===== src/rtl/spi_pkg.sv =====
// Shared types and widths for the 16-bit SPI responder.
// Imported by spi_sync_edge and spi_slv16.
package spi_pkg;

    localparam int SPI_WORD_W   = 16;
    localparam int SPI_BITCNT_W = 5;

    typedef enum logic {
        IDLE   = 1'b0,
        ACTIVE = 1'b1
    } spi_slv_state_t;

    // Bit counter increment that sticks at all-ones instead of wrapping.
    function automatic logic [SPI_BITCNT_W-1:0] bitcnt_sat_inc(
        input logic [SPI_BITCNT_W-1:0] v
    );
        return (&v) ? v : v + SPI_BITCNT_W'(1);
    endfunction

endpackage


===== src/rtl/spi_sync_edge.sv =====
// Depth-parameterized synchronizer with registered rise/fall detect.
// q is delayed to stay cycle-aligned with rise and fall.
module spi_sync_edge #(
    parameter int   STAGES  = 2,
    parameter logic RST_VAL = 1'b0
) (
    input  logic clk,
    input  logic rst_n,
    input  logic d_i,
    output logic q,
    output logic rise,
    output logic fall
);

    logic [STAGES-1:0] sync_q;
    logic              prev_q;
    logic              rise_q;
    logic              fall_q;
    logic              last;

    assign last = sync_q[STAGES-1];

    always_ff @(posedge clk or negedge rst_n) begin
        if (!rst_n) begin
            sync_q <= {STAGES{RST_VAL}};
            prev_q <= RST_VAL;
            rise_q <= 1'b0;
            fall_q <= 1'b0;
        end else begin
            sync_q <= {sync_q[STAGES-2:0], d_i};
            prev_q <= last;
            rise_q <= last & ~prev_q;
            fall_q <= ~last & prev_q;
        end
    end

    assign q    = prev_q;
    assign rise = rise_q;
    assign fall = fall_q;

endmodule


===== src/rtl/spi_slv16.sv =====
// 16-bit mode-0 SPI responder oversampled on clk.
// Define SPI_SLV_FRAME_CHK_EN to enable the frame_err bit-count check.
module spi_slv16
    import spi_pkg::*;
#(
    parameter int SYNC_STAGES = 2
) (
    input  logic                  clk,
    input  logic                  rst_n,
    input  logic                  SCLK,
    input  logic                  SS_n,
    input  logic                  MOSI,
    output logic                  MISO,
    input  logic [SPI_WORD_W-1:0] tx_data,
    output logic [SPI_WORD_W-1:0] cmd,
    output logic                  rdy,
    output logic                  busy,
    output logic                  frame_err
);

    localparam logic [SPI_BITCNT_W-1:0] FULL_CNT = SPI_BITCNT_W'(SPI_WORD_W);

    logic sclk_rise;
    logic sclk_fall;
    logic ss_rise;
    logic ss_fall;
    logic mosi_s;
    logic sclk_q_unused;
    logic ss_q_unused;
    logic mosi_rise_unused;
    logic mosi_fall_unused;

    spi_sync_edge #(
        .STAGES  (SYNC_STAGES),
        .RST_VAL (1'b0)
    ) u_sync_sclk (
        .clk   (clk),
        .rst_n (rst_n),
        .d_i   (SCLK),
        .q     (sclk_q_unused),
        .rise  (sclk_rise),
        .fall  (sclk_fall)
    );

    spi_sync_edge #(
        .STAGES  (SYNC_STAGES),
        .RST_VAL (1'b1)
    ) u_sync_ss (
        .clk   (clk),
        .rst_n (rst_n),
        .d_i   (SS_n),
        .q     (ss_q_unused),
        .rise  (ss_rise),
        .fall  (ss_fall)
    );

    spi_sync_edge #(
        .STAGES  (SYNC_STAGES),
        .RST_VAL (1'b0)
    ) u_sync_mosi (
        .clk   (clk),
        .rst_n (rst_n),
        .d_i   (MOSI),
        .q     (mosi_s),
        .rise  (mosi_rise_unused),
        .fall  (mosi_fall_unused)
    );

    spi_slv_state_t          state_q, state_d;
    logic [SPI_WORD_W-1:0]   tx_q, tx_d;
    logic [SPI_WORD_W-1:0]   rx_q, rx_d;
    logic [SPI_BITCNT_W-1:0] cnt_q, cnt_d;
    logic [SPI_WORD_W-1:0]   cmd_q, cmd_d;
    logic                    rdy_q, rdy_d;

    always_ff @(posedge clk or negedge rst_n) begin
        if (!rst_n) begin
            state_q <= IDLE;
            tx_q    <= '0;
            rx_q    <= '0;
            cnt_q   <= '0;
            cmd_q   <= '0;
            rdy_q   <= 1'b0;
        end else begin
            state_q <= state_d;
            tx_q    <= tx_d;
            rx_q    <= rx_d;
            cnt_q   <= cnt_d;
            cmd_q   <= cmd_d;
            rdy_q   <= rdy_d;
        end
    end

    always_comb begin
        state_d = state_q;
        tx_d    = tx_q;
        rx_d    = rx_q;
        cnt_d   = cnt_q;
        cmd_d   = cmd_q;
        rdy_d   = 1'b0;
        unique case (state_q)
            IDLE: begin
                if (ss_fall) begin
                    tx_d    = tx_data;
                    rx_d    = '0;
                    cnt_d   = '0;
                    state_d = ACTIVE;
                end
            end
            ACTIVE: begin
                if (ss_rise) begin
                    state_d = IDLE;
                    if (cnt_q == FULL_CNT) begin
                        cmd_d = rx_q;
                        rdy_d = 1'b1;
                    end
                end else begin
                    if (sclk_rise) begin
                        rx_d  = {rx_q[SPI_WORD_W-2:0], mosi_s};
                        cnt_d = bitcnt_sat_inc(cnt_q);
                    end
                    if (sclk_fall) begin
                        tx_d = {tx_q[SPI_WORD_W-2:0], 1'b0};
                    end
                end
            end
            default: state_d = IDLE;
        endcase
    end

    // Short/long frames are flagged only when the check is built in.
`ifdef SPI_SLV_FRAME_CHK_EN
    logic err_q;

    always_ff @(posedge clk or negedge rst_n) begin
        if (!rst_n) begin
            err_q <= 1'b0;
        end else begin
            err_q <= (state_q == ACTIVE) && ss_rise && (cnt_q != FULL_CNT);
        end
    end

    assign frame_err = err_q;
`else
    assign frame_err = 1'b0;
`endif

    assign busy = (state_q == ACTIVE);
    assign MISO = (state_q == ACTIVE) & tx_q[SPI_WORD_W-1];
    assign cmd  = cmd_q;
    assign rdy  = rdy_q;

endmodule

===== config.mk =====
export PLATFORM = sky130hd
export DESIGN_NAME = spi_slv16
export DESIGN_NICKNAME = d
export VERILOG_FILES = /design/src/rtl/spi_pkg.sv /design/src/rtl/spi_sync_edge.sv /design/src/rtl/spi_slv16.sv
export SDC_FILE = /design/constraint.sdc
export NUM_CORES = 1
export LEC_CHECK = 0
export CAP_MARGIN = 5
export CORE_MARGIN = 8
export CORE_UTILIZATION = 45
export DETAILED_ROUTE_END_ITERATION = 16
export DONT_BUFFER_PORTS = 1
export GPL_TIMING_DRIVEN = 0
export PLACE_DENSITY_LB_ADDON = 0.12
export SYNTH_ARGS = -nofsm -noshare
export SYNTH_HDL_FRONTEND = slang
export SYNTH_HIERARCHICAL = 1
export SYNTH_SLANG_ARGS = --single-unit

===== constraint.sdc =====
create_clock -name clk -period 1.98 [get_ports clk]
set_input_delay 0 -clock clk [delete_from_list [all_inputs] [get_ports clk]]
set_output_delay 0 -clock clk [all_outputs]
set_load 0.01 [all_outputs]

==> results.md <==
Outcome:
- The run finished with clean final reports.

Global routing:
- The largest net degree at the start of global routing is 69.
- The initial antenna violation count is 0.
- After global routing the overflow that remains totals 0.
- The total routing usage reported by global routing is 0.118.
- The via count of the first global-routing pass is 1833.
- The first-pass GRT wire length is 9190 um.

Run:
- The number of max-capacitance violations reported is 0.

Final layout:
- The finished layout holds roughly 330 standard cells, fillers aside.
- The ratio of cells with drive above 1 in the final layout is 0.320.
- The number of nets in the finished design is 275.
- The area added between synthesis and finish is 17.3%.
- The core occupancy in the finished layout is 0.543.
- The antenna diode count is 0.
- The leading cell type in the layout, fill and taps excluded is sky130_fd_sc_hd__dfrtp_1.
- The fill cell instance count of the final layout is 549.
- In the layout the commonest cells are 65 x sky130_fd_sc_hd__dfrtp_1, 28 x sky130_fd_sc_hd__mux2_2, 20 x sky130_fd_sc_hd__inv_1, 20 x sky130_fd_sc_hd__o21ai_0, 20 x sky130_fd_sc_hd__dlygate4sd3_1.
- The summed area of non-filler cells in the final layout is 3430 um^2.

Clocking:
- Counting every sink on the clock net gives 68.
- The number of gates resized after CTS is 0.
- The clock network latency to the later pin of the worst-skew pair is 0.34 ns.
- Clock-pin slew was measured on the worst setup and hold paths at 0.07 ns.
- The CTS tree is yes.
- TritonCTS created 9 clock buffers.
- The longest clock path from root to sink contains 2 buffers.
- The clock root buffer is sky130_fd_sc_hd__clkbuf_8.
- The clock tree synthesis step divided the H-tree into 3 levels.

Pwr:
- The static leakage is 1.55 nW.
- In this run the power density over the cells is roughly 970 nW/um^2.
- The maximum resistive drop on vdd is 638 uV.
- The total power of the final layout is 3.32 mW.

Drt:
- The number of routed nets with antenna violations is 0.
- Dividing the detail-routed wire length by the instance count gives ~16 um.
- The residual DRC count is 0.
- The pre-antenna-repair detailed-routing pass consisted of 4 iterations.
- After the first detailed-routing iteration, the DRC count stood at 67.
- The routed via count divided by cell count is 5.11.
- The final layout contains routed wiring with a total length of ~5200 um.
- The via count is 1701.

Timing:
- Setup violations remaining at the end of the flow were counted as 0.
- The final worst setup slack is about 0.18 ns.
- Across all hold checks on the routed design, the worst slack comes to 0.194 ns.
- Clock skew on the completed layout was measured at approximately 0.011 ns.
- After routing, the total negative slack on setup checks comes to 0 ns.
- Dividing the final minimum period by the clock period gives 0.907.
- The final-report max-slew violation count was 0.
- Setup repair after global routing left no endpoint under its margin.
- For the finished layout, the period the worst path requires is 1.80 ns.
- The top achievable clock speed is between 500 and 600 MHz.
- The hold violation count in the final report is 0.

Floorplan:
- The initial cell density of the core is 0.463.
- The width of the die is 96.6 um.
- The total area inside the core boundary comes to 6310 um^2.
- The die area is 9340 um^2.
- The die is about 97 um tall.
- The floorplan has 29 rows.
- The number of I/O pins is 41.

Worst setup path:
- The kind of cell adding the most delay to the critical path is simple AND/OR/NAND/NOR gates.
- Walking the worst path, the cells encountered are ha_1 > and3_1 > ha_1 > and4bb_2 > buf_6 > and4_1 > nor4_2.
- The worst-path maximum fanout is 9.
- Counting cells, the worst reg-to-reg path comes to 7.
- The count of cell instances traversed by the critical path is 7.
- The endpoint of the most critical register-to-register path is cnt_q[3]$_DFFE_PN0P_.
- The nature of the critical path startpoint is a flip-flop.
- The sum of buffers and inverters on the critical path is 1.
- The most numerous cell type found on the critical path is sky130_fd_sc_hd__ha_1.
- STA puts the critical path data arrival time at 2.02 ns.
- The biggest cell delay along the critical path is roughly 0.43 ns.
- The worst setup path is of the flip-flop to flip-flop kind.
- For this design, the slowest cell found on the critical path is sky130_fd_sc_hd__dfrtp_1.
- The worst setup path is captured at a flip-flop.
- The internal reg-to-reg setup slack is 0.18 ns.
- Data on the critical path is required at its endpoint by about 2.2 ns.
- The critical path starts at cnt_q[0]$_DFFE_PN0P_.
- The startpoint identified for the worst register-to-register timing path is cnt_q[0]$_DFFE_PN0P_.

Yosys:
- The count of synthesis-stage warnings from yosys is 6.
- Counting every net in the synthesized netlist gives between 200 and 250.
- The mapped netlist covers 2930 um^2.
- Synthesis handed over a netlist of about 220 instances.
- Dividing the synthesized area by the synthesized cell count gives 13.4 um^2.

Placed design:
- After legalization and detailed placement, the total HPWL measured between 3000 and 4000 um.
- The post-placement cell area is between 3000 and 4000 um^2.
- At the end of routability-driven placement, the weighted congestion stood at ~0.78.
- OpenSTA, run right after detailed placement, puts the worst setup slack at 0.0871 ns.
- The total of buffers placed on input and output ports is 0.
- The number of placed instances with taps included is between 200 and 300.

Min path:
- The min-delay analysis places its worst path in the category primary input to async pin.
-- worst max path at each step --
| stage | end | slack, ns |
|---|---|---|
| floorplan | cnt_q[3]$_DFFE_PN0P_ | 0.29 |
| global route | cnt_q[3]$_DFFE_PN0P_ | 0.10 |
| finish | cnt_q[3]$_DFFE_PN0P_ | 0.18 |
| global placement | cmd[8]$_DFFE_PN0P_ | 0.08 |
| detailed placement | cmd[13]$_DFFE_PN0P_ | 0.09 |
| CTS | cmd[13]$_DFFE_PN0P_ | 0.08 |
-- per-layer routing --
metal	up-vias	wire length (um)	global-route usage	part of all wire
met5	-	0	0	0
met4	0	104	0.0604	0.020
met3	12	289	0.0441	0.055
met2	44	2280	0.171	0.44
met1	830	2540	0.150	0.49
li1	815	-	-	-
-- sequential cells by signal, summed over array words and instances, names as in the netlist --
signal              count
cmd                    16
rx_q                   16
tx_q                   16
cnt_q                   5
u_sync_mosi/sync_q      2
u_sync_sclk/sync_q      2
u_sync_ss/sync_q        2
busy                    1
rdy                     1
u_sync_mosi/q           1
u_sync_sclk/fall        1
u_sync_sclk/q           1
u_sync_sclk/rise        1
u_sync_ss/fall          1
u_sync_ss/q             1
u_sync_ss/rise          1
-- layout make-up --
| type | instances | area (um^2) | share of cell area |
|---|---|---|---|
| buffer | 13 | 100 | 0.0292 |
| inverter | 21 | 81.3 | 0.0237 |
| sequential | 68 | 1710 | 0.497 |
| clock inverter | 4 | 25.0 | 0.00729 |
| clock buffer | 12 | 145 | 0.0423 |
| timing repair buffer | 23 | 243 | 0.0708 |
| multi-input combinational | 115 | 1030 | 0.302 |
| tap | 77 | 96.3 | 0.0281 |
-- worst reg2reg max path, delay by kind of cell (launching register included) --
family	cells	cell delay (ns)
AND/OR/NAND/NOR	4	0.73
buffers and inverters	1	0.13
adder cells (fa/ha/maj)	2	0.40
flip-flops	1	0.43
-- power breakdown --
group          internal [mW]  total, mW  switching, mW  leakage, nW
Combinational          0.372      0.627          0.254        0.586
Clock                  0.485       1.00          0.519       0.0824
Sequential              1.58       1.69          0.109        0.886
-- what timing repair did --
item | in CTS | in global routing
endpoints found under the hold margin | 87 | 0
setup endpoints to repair | 0 | 10
hold buffers | 21 | 0
setup buffers | 0 | 2
Note: power is estimated with default switching activity, not from simulation.
